File: src/rtl/sll_seq_if.sv
// Handshake/result bundle for sll_seq; the rotate request wire exists only when SLL_SEQ_ROTATE_EN is defined.
interface sll_seq_if #(
    parameter int WIDTH = 32
);
    logic             start;
    logic [WIDTH-1:0] data;
    logic [31:0]      shiftBits;
`ifdef SLL_SEQ_ROTATE_EN
    logic             rotate;
`endif
    logic             busy;
    logic             done;
    logic [WIDTH-1:0] sdata;

`ifdef SLL_SEQ_ROTATE_EN
    modport master (output start, data, shiftBits, rotate, input busy, done, sdata);
    modport slave  (input start, data, shiftBits, rotate, output busy, done, sdata);
`else
    modport master (output start, data, shiftBits, input busy, done, sdata);
    modport slave  (input start, data, shiftBits, output busy, done, sdata);
`endif
endinterface

File: src/rtl/sll_seq.sv
// Iterative shift-left (4 bits/cycle while >=4 remain, else 1): done pulses k=n/4+n%4 edges after capture; start is dropped while busy.
// SLL_SEQ_ROTATE_EN adds a rotate-left option captured with start, with identical timing.
module sll_seq #(
    parameter int WIDTH    = 32,
    parameter int SHAMT_W  = 5,
    parameter int BIG_STEP = 4
) (
    input  logic       clk,
    input  logic       rst,
    sll_seq_if.slave   bus
);
    typedef enum logic [1:0] {IDLE, SHIFT, DONE} state_t;

    localparam logic [SHAMT_W-1:0] BIG_CNT = SHAMT_W'(BIG_STEP);
    localparam logic [SHAMT_W-1:0] ONE_CNT = SHAMT_W'(1);

    state_t             state_q, state_d;
    logic [WIDTH-1:0]   acc_q, acc_d;
    logic [SHAMT_W-1:0] cnt_q, cnt_d;
    logic [WIDTH-1:0]   sdata_q, sdata_d;
    logic               busy_q, busy_d;
    logic               done_q, done_d;
    logic [WIDTH-1:0]   step_big, step_one;
    logic               unused_shift_hi;

    assign unused_shift_hi = ^bus.shiftBits[31:SHAMT_W];

`ifdef SLL_SEQ_ROTATE_EN
    logic rot_q, rot_d;
`endif

    // Both step widths are computed every cycle; the count picks one.
    always_comb begin
        step_big = acc_q << BIG_STEP;
        step_one = acc_q << 1;
`ifdef SLL_SEQ_ROTATE_EN
        if (rot_q) begin
            step_big = (acc_q << BIG_STEP) | (acc_q >> (WIDTH - BIG_STEP));
            step_one = (acc_q << 1) | (acc_q >> (WIDTH - 1));
        end
`endif
    end

    always_comb begin
        state_d = state_q;
        acc_d   = acc_q;
        cnt_d   = cnt_q;
        sdata_d = sdata_q;
`ifdef SLL_SEQ_ROTATE_EN
        rot_d   = rot_q;
`endif
        case (state_q)
            IDLE: begin
                if (bus.start) begin
                    acc_d = bus.data;
                    cnt_d = bus.shiftBits[SHAMT_W-1:0];
`ifdef SLL_SEQ_ROTATE_EN
                    rot_d = bus.rotate;
`endif
                    if (cnt_d == '0) begin
                        state_d = DONE;
                        sdata_d = bus.data;
                    end else begin
                        state_d = SHIFT;
                    end
                end
            end
            SHIFT: begin
                if (cnt_q >= BIG_CNT) begin
                    acc_d = step_big;
                    cnt_d = cnt_q - BIG_CNT;
                end else begin
                    acc_d = step_one;
                    cnt_d = cnt_q - ONE_CNT;
                end
                if (cnt_d == '0) begin
                    state_d = DONE;
                    sdata_d = acc_d;
                end
            end
            default: state_d = IDLE;
        endcase
        busy_d = (state_d != IDLE);
        done_d = (state_d == DONE);
    end

    always_ff @(posedge clk or posedge rst) begin
        if (rst) begin
            state_q <= IDLE;
            acc_q   <= '0;
            cnt_q   <= '0;
            sdata_q <= '0;
            busy_q  <= 1'b0;
            done_q  <= 1'b0;
`ifdef SLL_SEQ_ROTATE_EN
            rot_q   <= 1'b0;
`endif
        end else begin
            state_q <= state_d;
            acc_q   <= acc_d;
            cnt_q   <= cnt_d;
            sdata_q <= sdata_d;
            busy_q  <= busy_d;
            done_q  <= done_d;
`ifdef SLL_SEQ_ROTATE_EN
            rot_q   <= rot_d;
`endif
        end
    end

    assign bus.busy  = busy_q;
    assign bus.done  = done_q;
    assign bus.sdata = sdata_q;
endmodule

File: src/flat_wrapper.sv
// flat-port wrapper written by rule: the top's interface ports become plain ports
module sll_seq_flat 
#(
    parameter int WIDTH    = 32,
    parameter int SHAMT_W  = 5,
    parameter int BIG_STEP = 4
)
  (clk, rst, bus_start, bus_data, bus_shiftBits, bus_busy, bus_done, bus_sdata);
  sll_seq_if #(.WIDTH(WIDTH)) bus_i ();
  input  logic clk;
  input  logic rst;
  input wire logic [$bits(bus_i.start)-1:0] bus_start;
  input wire logic [$bits(bus_i.data)-1:0] bus_data;
  input wire logic [$bits(bus_i.shiftBits)-1:0] bus_shiftBits;
  output wire logic [$bits(bus_i.busy)-1:0] bus_busy;
  output wire logic [$bits(bus_i.done)-1:0] bus_done;
  output wire logic [$bits(bus_i.sdata)-1:0] bus_sdata;
  assign bus_i.start = bus_start;
  assign bus_i.data = bus_data;
  assign bus_i.shiftBits = bus_shiftBits;
  assign bus_busy = bus_i.busy;
  assign bus_done = bus_i.done;
  assign bus_sdata = bus_i.sdata;
  sll_seq #(.WIDTH(WIDTH), .SHAMT_W(SHAMT_W), .BIG_STEP(BIG_STEP)) u_core (.clk(clk), .rst(rst), .bus(bus_i));
endmodule
File: config.mk
export PLATFORM = sky130hd
export DESIGN_NAME = sll_seq_flat
export DESIGN_NICKNAME = d
export VERILOG_FILES = /design/src/rtl/sll_seq_if.sv /design/src/rtl/sll_seq.sv /design/src/flat_wrapper.sv
export SDC_FILE = /design/constraint.sdc
export NUM_CORES = 1
export LEC_CHECK = 0
export BUFFER_PORTS_ARGS = -buffer_cell sky130_fd_sc_hd__buf_2
export CAP_MARGIN = 30
export CORE_MARGIN = 5
export CORE_UTILIZATION = 35
export CTS_CLUSTER_DIAMETER = 120
export DETAILED_ROUTE_END_ITERATION = 8
export SLEW_MARGIN = 30
export SYNTH_ARGS = -nofsm -noshare
export SYNTH_HDL_FRONTEND = slang
export SYNTH_SLANG_ARGS = --single-unit
File: constraint.sdc
create_clock -name clk -period 3 [get_ports clk]
set_input_delay 0 -clock clk [delete_from_list [all_inputs] [get_ports clk]]
set_output_delay 0 -clock clk [all_outputs]
set_load 0.005 [all_outputs]
==> impl_metrics.prom <==
# TYPE chip_impl_metric gauge
chip_impl_info{name="timing.critical_path.from_type",value="flip-flop"} 1
chip_impl_metric{name="postCtsResizedCells",unit=""} 0
chip_impl_info{name="regToRegStartpoint",value="u_core.cnt_q[3]"} 1
chip_impl_metric{name="mappedNetlistArea",unit="um^2"} 3682
chip_impl_metric{name="clock_power_share",unit="%"} 16.1
chip_impl_metric{name="powerDensity",unit="nW/um^2"} 1039
chip_impl_metric{name="setup-tns-final",unit="ns"} 0
chip_impl_metric{name="p_int",unit="mW"} 2.925
chip_impl_metric{name="routed_via_density",unit=""} 4.800
chip_impl_metric{name="initialDrtViolationCount",unit=""} 104
chip_impl_metric{name="met1_length",unit="mm"} 4.068
chip_impl_metric{name="antenna_violations_before_repair",unit=""} 0
chip_impl_metric{name="port-buffer-count",unit=""} 73
chip_impl_metric{name="grt_max_degree",unit=""} 53
chip_impl_metric{name="final_layout_size_suffix_gt1_share",unit="%"} 39.85
chip_impl_metric{name="finalPower",unit="mW"} 4.631
chip_impl_metric{name="pin_count",unit=""} 101
chip_impl_info{name="whs_endpoint",value="u_core.state_q[0]"} 1
chip_impl_metric{name="detailedPlacementHpwl",unit="mm"} 5.714
chip_impl_metric{name="floorplan.initialDensity",unit="%"} 35.83
chip_impl_metric{name="total_cts_buffers",unit=""} 9
chip_impl_metric{name="synth_nets",unit=""} 385
chip_impl_info{name="critical_path.reg2reg.endpoint",value="u_core.acc_q[9]"} 1
chip_impl_metric{name="count_of_yosys_warnings_during_synthesis",unit=""} 0
chip_impl_metric{name="gr-usage-all-layers",unit="%"} 13.53
chip_impl_metric{name="drt_drc_violations_left",unit=""} 0
chip_impl_metric{name="worstMarginPinSlew",unit="ns"} 0.6462
chip_impl_metric{name="wirelength",unit="mm"} 8.188
chip_impl_info{name="biggest_area_consumer_among_synthesized_cells",value="sky130_fd_sc_hd__dfrtp_1"} 1
chip_impl_metric{name="clk-insertion-delay-late",unit="ns"} 0.33
chip_impl_metric{name="yosys.cell_types.count",unit=""} 36
chip_impl_metric{name="final-seq-area",unit="um^2"} 1802
chip_impl_info{name="synth.top_cells.by_count",value="sky130_fd_sc_hd__dfrtp_1 (72), sky130_fd_sc_hd__nand2_1 (36), sky130_fd_sc_hd__mux2i_1 (32), sky130_fd_sc_hd__o21ai_0 (32), sky130_fd_sc_hd__mux2_2 (31)"} 1
chip_impl_info{name="setup_repair_after_global_routing_missed_its_margin",value="no"} 1
chip_impl_info{name="hold_start",value="bus_start"} 1
chip_impl_info{name="routed.top_layer",value="met4"} 1
chip_impl_metric{name="antenna_violating_nets_post_route",unit=""} 0
chip_impl_metric{name="wl_per_cell",unit="um"} 15.30
chip_impl_info{name="outcome",value="finished clean"} 1
chip_impl_metric{name="comb_power_share",unit="%"} 47.7
chip_impl_metric{name="grt_pass1_vias",unit=""} 2718
chip_impl_metric{name="critPathMaxFanout",unit=""} 37
chip_impl_metric{name="gp_routability_congestion",unit=""} 0.8650
chip_impl_metric{name="clock_tree.buffer_depth",unit=""} 2
chip_impl_metric{name="setup.reg_to_reg.worst_slack",unit="ns"} 0.38
chip_impl_metric{name="yosysSeqAreaShare",unit="%"} 48.93
chip_impl_metric{name="synthCells",unit=""} 314
chip_impl_metric{name="postLayoutCoreUtil",unit="%"} 43.35
chip_impl_metric{name="synthesis.area_per_instance",unit="um^2"} 11.73
chip_impl_metric{name="final_count_of_pins_violating_max_slew",unit=""} 0
chip_impl_metric{name="multi_input_comb_area",unit="um^2"} 1737
chip_impl_info{name="min_path_type",value="in2reg"} 1
chip_impl_metric{name="skew",unit="ns"} 0.01070
chip_impl_metric{name="antenna_cells_inserted",unit=""} 0
chip_impl_info{name="clock_tree.root_cell",value="sky130_fd_sc_hd__clkbuf_8"} 1
chip_impl_metric{name="hold_viol_final",unit=""} 0
chip_impl_metric{name="critical_path_arrival",unit="ns"} 2.84
chip_impl_metric{name="y_dimension_of_the_die",unit="um"} 112.6
chip_impl_metric{name="switching_fraction_of_total_power",unit="%"} 36.83
chip_impl_metric{name="routed-wl-met3",unit="um"} 267
chip_impl_metric{name="ir_drop",unit="uV"} 332.5
chip_impl_metric{name="crit_required",unit="ns"} 3.22
chip_impl_info{name="setup.worst_path.class",value="reg2reg"} 1
chip_impl_metric{name="final_cycle_share",unit="%"} 87.18
chip_impl_metric{name="die-width",unit="um"} 112.6
chip_impl_metric{name="share_of_async_settable_or_async_resettable_flops_after_synthesis",unit="%"} 100.0
chip_impl_info{name="main_synth_ff_type",value="sky130_fd_sc_hd__dfrtp_1"} 1
chip_impl_metric{name="finalNonFillerCells",unit=""} 535
chip_impl_metric{name="finalSetupViolCount",unit=""} 0
chip_impl_metric{name="yosys_register_bits",unit=""} 72
chip_impl_metric{name="power_leakage",unit="nW"} 2.197
chip_impl_metric{name="power.sequential.fraction",unit="%"} 36.2
chip_impl_metric{name="hold_slack",unit="ns"} 0.03956
chip_impl_metric{name="design.core.area",unit="um^2"} 10280
chip_impl_metric{name="synth-edff-count",unit=""} 0
chip_impl_metric{name="layout_min_cycle_time",unit="ns"} 2.615
chip_impl_info{name="synth_top_cells_by_area",value="sky130_fd_sc_hd__dfrtp_1 (49%), sky130_fd_sc_hd__mux2_4 (10%), sky130_fd_sc_hd__mux2_2 (9.5%), sky130_fd_sc_hd__mux2i_1 (8.7%), sky130_fd_sc_hd__o21ai_0 (4.3%)"} 1
chip_impl_metric{name="layout-area-overhead-vs-synth",unit="%"} 21.00
chip_impl_info{name="tritoncts",value="done"} 1
chip_impl_metric{name="hold-path-cell-count",unit=""} 3
chip_impl_metric{name="floorplan.die_area",unit="um^2"} 12670
chip_impl_metric{name="drtPass1Iterations",unit=""} 4
chip_impl_info{name="crit_path_end_kind",value="flip-flop"} 1
chip_impl_metric{name="grt_first_pass_wirelength",unit="mm"} 13.90
chip_impl_metric{name="cts.reportedPaths.clkPinSlew",unit="ns"} 0.07
chip_impl_metric{name="cts_hold_repair.buffers",unit=""} 8
chip_impl_metric{name="worstRegToRegCells",unit=""} 7
chip_impl_metric{name="grt_remaining_overflow",unit=""} 0
chip_impl_metric{name="netlist.area_leader.share",unit="%"} 48.93
chip_impl_metric{name="finalNetCount",unit=""} 466
chip_impl_metric{name="met2WireLength",unit="mm"} 3.768
chip_impl_metric{name="vias",unit=""} 2568
chip_impl_info{name="library_cell_with_the_highest_instance_count_after_synthesis",value="sky130_fd_sc_hd__dfrtp_1"} 1
chip_impl_metric{name="clock_tree.htree_level_count",unit=""} 3
chip_impl_metric{name="place.detailed.instances",unit=""} 512
chip_impl_metric{name="placement_rows",unit=""} 37
chip_impl_metric{name="fill_cells",unit=""} 1024
chip_impl_metric{name="fmax",unit="GHz"} 0.3824
chip_impl_metric{name="cts.repair_timing.setup_buffer_count",unit=""} 0
chip_impl_metric{name="net_switching_power_of_the_design",unit="mW"} 1.706
chip_impl_metric{name="cts.sink_count",unit=""} 72
chip_impl_metric{name="number_of_max_cap_violations",unit=""} 0
chip_impl_metric{name="slew-limit-headroom",unit="%"} 56.92
## critical path: stages, from the launching register on
cell and delay (ns):
sky130_fd_sc_hd__dfrtp_1 0.48, sky130_fd_sc_hd__inv_1 0.13, sky130_fd_sc_hd__ha_1 0.23, sky130_fd_sc_hd__a2111oi_4 0.39, sky130_fd_sc_hd__buf_4 0.53, sky130_fd_sc_hd__mux2i_1 0.29, sky130_fd_sc_hd__o21ai_0 0.14, sky130_fd_sc_hd__mux2_2 0.30
## final cells by class
class,count,area share [%]
clock buffer,11,3.173
clock inverter,4,1.011
inverter,14,1.236
multi-input combinational,209,38.98
sequential,72,40.44
tap,136,3.819
timing repair buffer,89,11.35
## cell families after synthesis
family	Yosys count	synth area share, %
muxes	88	28.37
DFF	72	48.93
xor gates and xnor gates	1	0.2379
adders and majority gates	4	1.359
and+or+nand+nor	60	7.611
buffers and inverters	33	4.315
AOI/OAI and AO/OA	56	9.174
## per-layer routing
metal	global-route usage, %	up-vias
li1	-	1266
met1	18.98	1239
met2	20.77	56
met3	2.318	7
met4	5.288	0
met5	0	-
## worst max-delay path by stage
stage / from / endpoint / slack [ns]
2_1_floorplan: u_core.cnt_q[3] / u_core.bus.sdata[15] / 0.71
3_3_place_gp: u_core.cnt_q[3] / u_core.acc_q[9] / 0.40
3_5_place_dp: u_core.cnt_q[3] / u_core.acc_q[9] / 0.39
4_1_cts: u_core.cnt_q[3] / u_core.acc_q[9] / 0.38
5_1_grt: u_core.cnt_q[3] / u_core.acc_q[15] / 0.22
6_report: u_core.cnt_q[3] / u_core.acc_q[9] / 0.38
## layout by cell type (no fill, tap or decap), types with 2 or more instances in the layout
cell type and count:
sky130_fd_sc_hd__or2_2 2, sky130_fd_sc_hd__nand2_1 36, sky130_fd_sc_hd__nor2_1 4, sky130_fd_sc_hd__nor3_1 3, sky130_fd_sc_hd__a21oi_1 8, sky130_fd_sc_hd__dfrtp_1 72
sky130_fd_sc_hd__clkbuf_8 10, sky130_fd_sc_hd__clkinv_2 3, sky130_fd_sc_hd__nor2b_1 4, sky130_fd_sc_hd__o22ai_1 3, sky130_fd_sc_hd__ha_1 4, sky130_fd_sc_hd__buf_2 73
sky130_fd_sc_hd__buf_4 8, sky130_fd_sc_hd__mux2_2 31, sky130_fd_sc_hd__a31oi_1 3, sky130_fd_sc_hd__a21oi_2 2, sky130_fd_sc_hd__dlygate4sd3_1 8, sky130_fd_sc_hd__inv_1 13
sky130_fd_sc_hd__mux2i_1 32, sky130_fd_sc_hd__mux2_4 25, sky130_fd_sc_hd__and3_1 4, sky130_fd_sc_hd__o21ai_0 32
## stage by stage
step	area (um^2)	worst slack, ns
after floorplan	3682	0.7121
after global placement	4187	0.4032
after detailed placement	4189	0.3877
after CTS	4456	0.3829
after global routing	4456	0.2186
final	4456	0.3847
## state kept, by name, indices dropped and copies added, names as in the netlist
| register | count |
|---|---|
| u_core.state_q | 2 |
| u_core.bus.sdata | 32 |
| u_core.bus.done | 1 |
| u_core.cnt_q | 5 |
| u_core.acc_q | 31 |
| u_core.bus.busy | 1 |
## power by group through the flow
stage	combinational [mW]	clock, mW	sequential, mW
after global routing	2.48	0.832	1.73
after detailed placement	2.23	0	1.69
after floorplan	1.71	0	1.62
after global placement	2.19	0	1.68
final	2.21	0.747	1.68
after CTS	2.25	0.778	1.68
No activity file was read; power rests on OpenSTA's default activity.
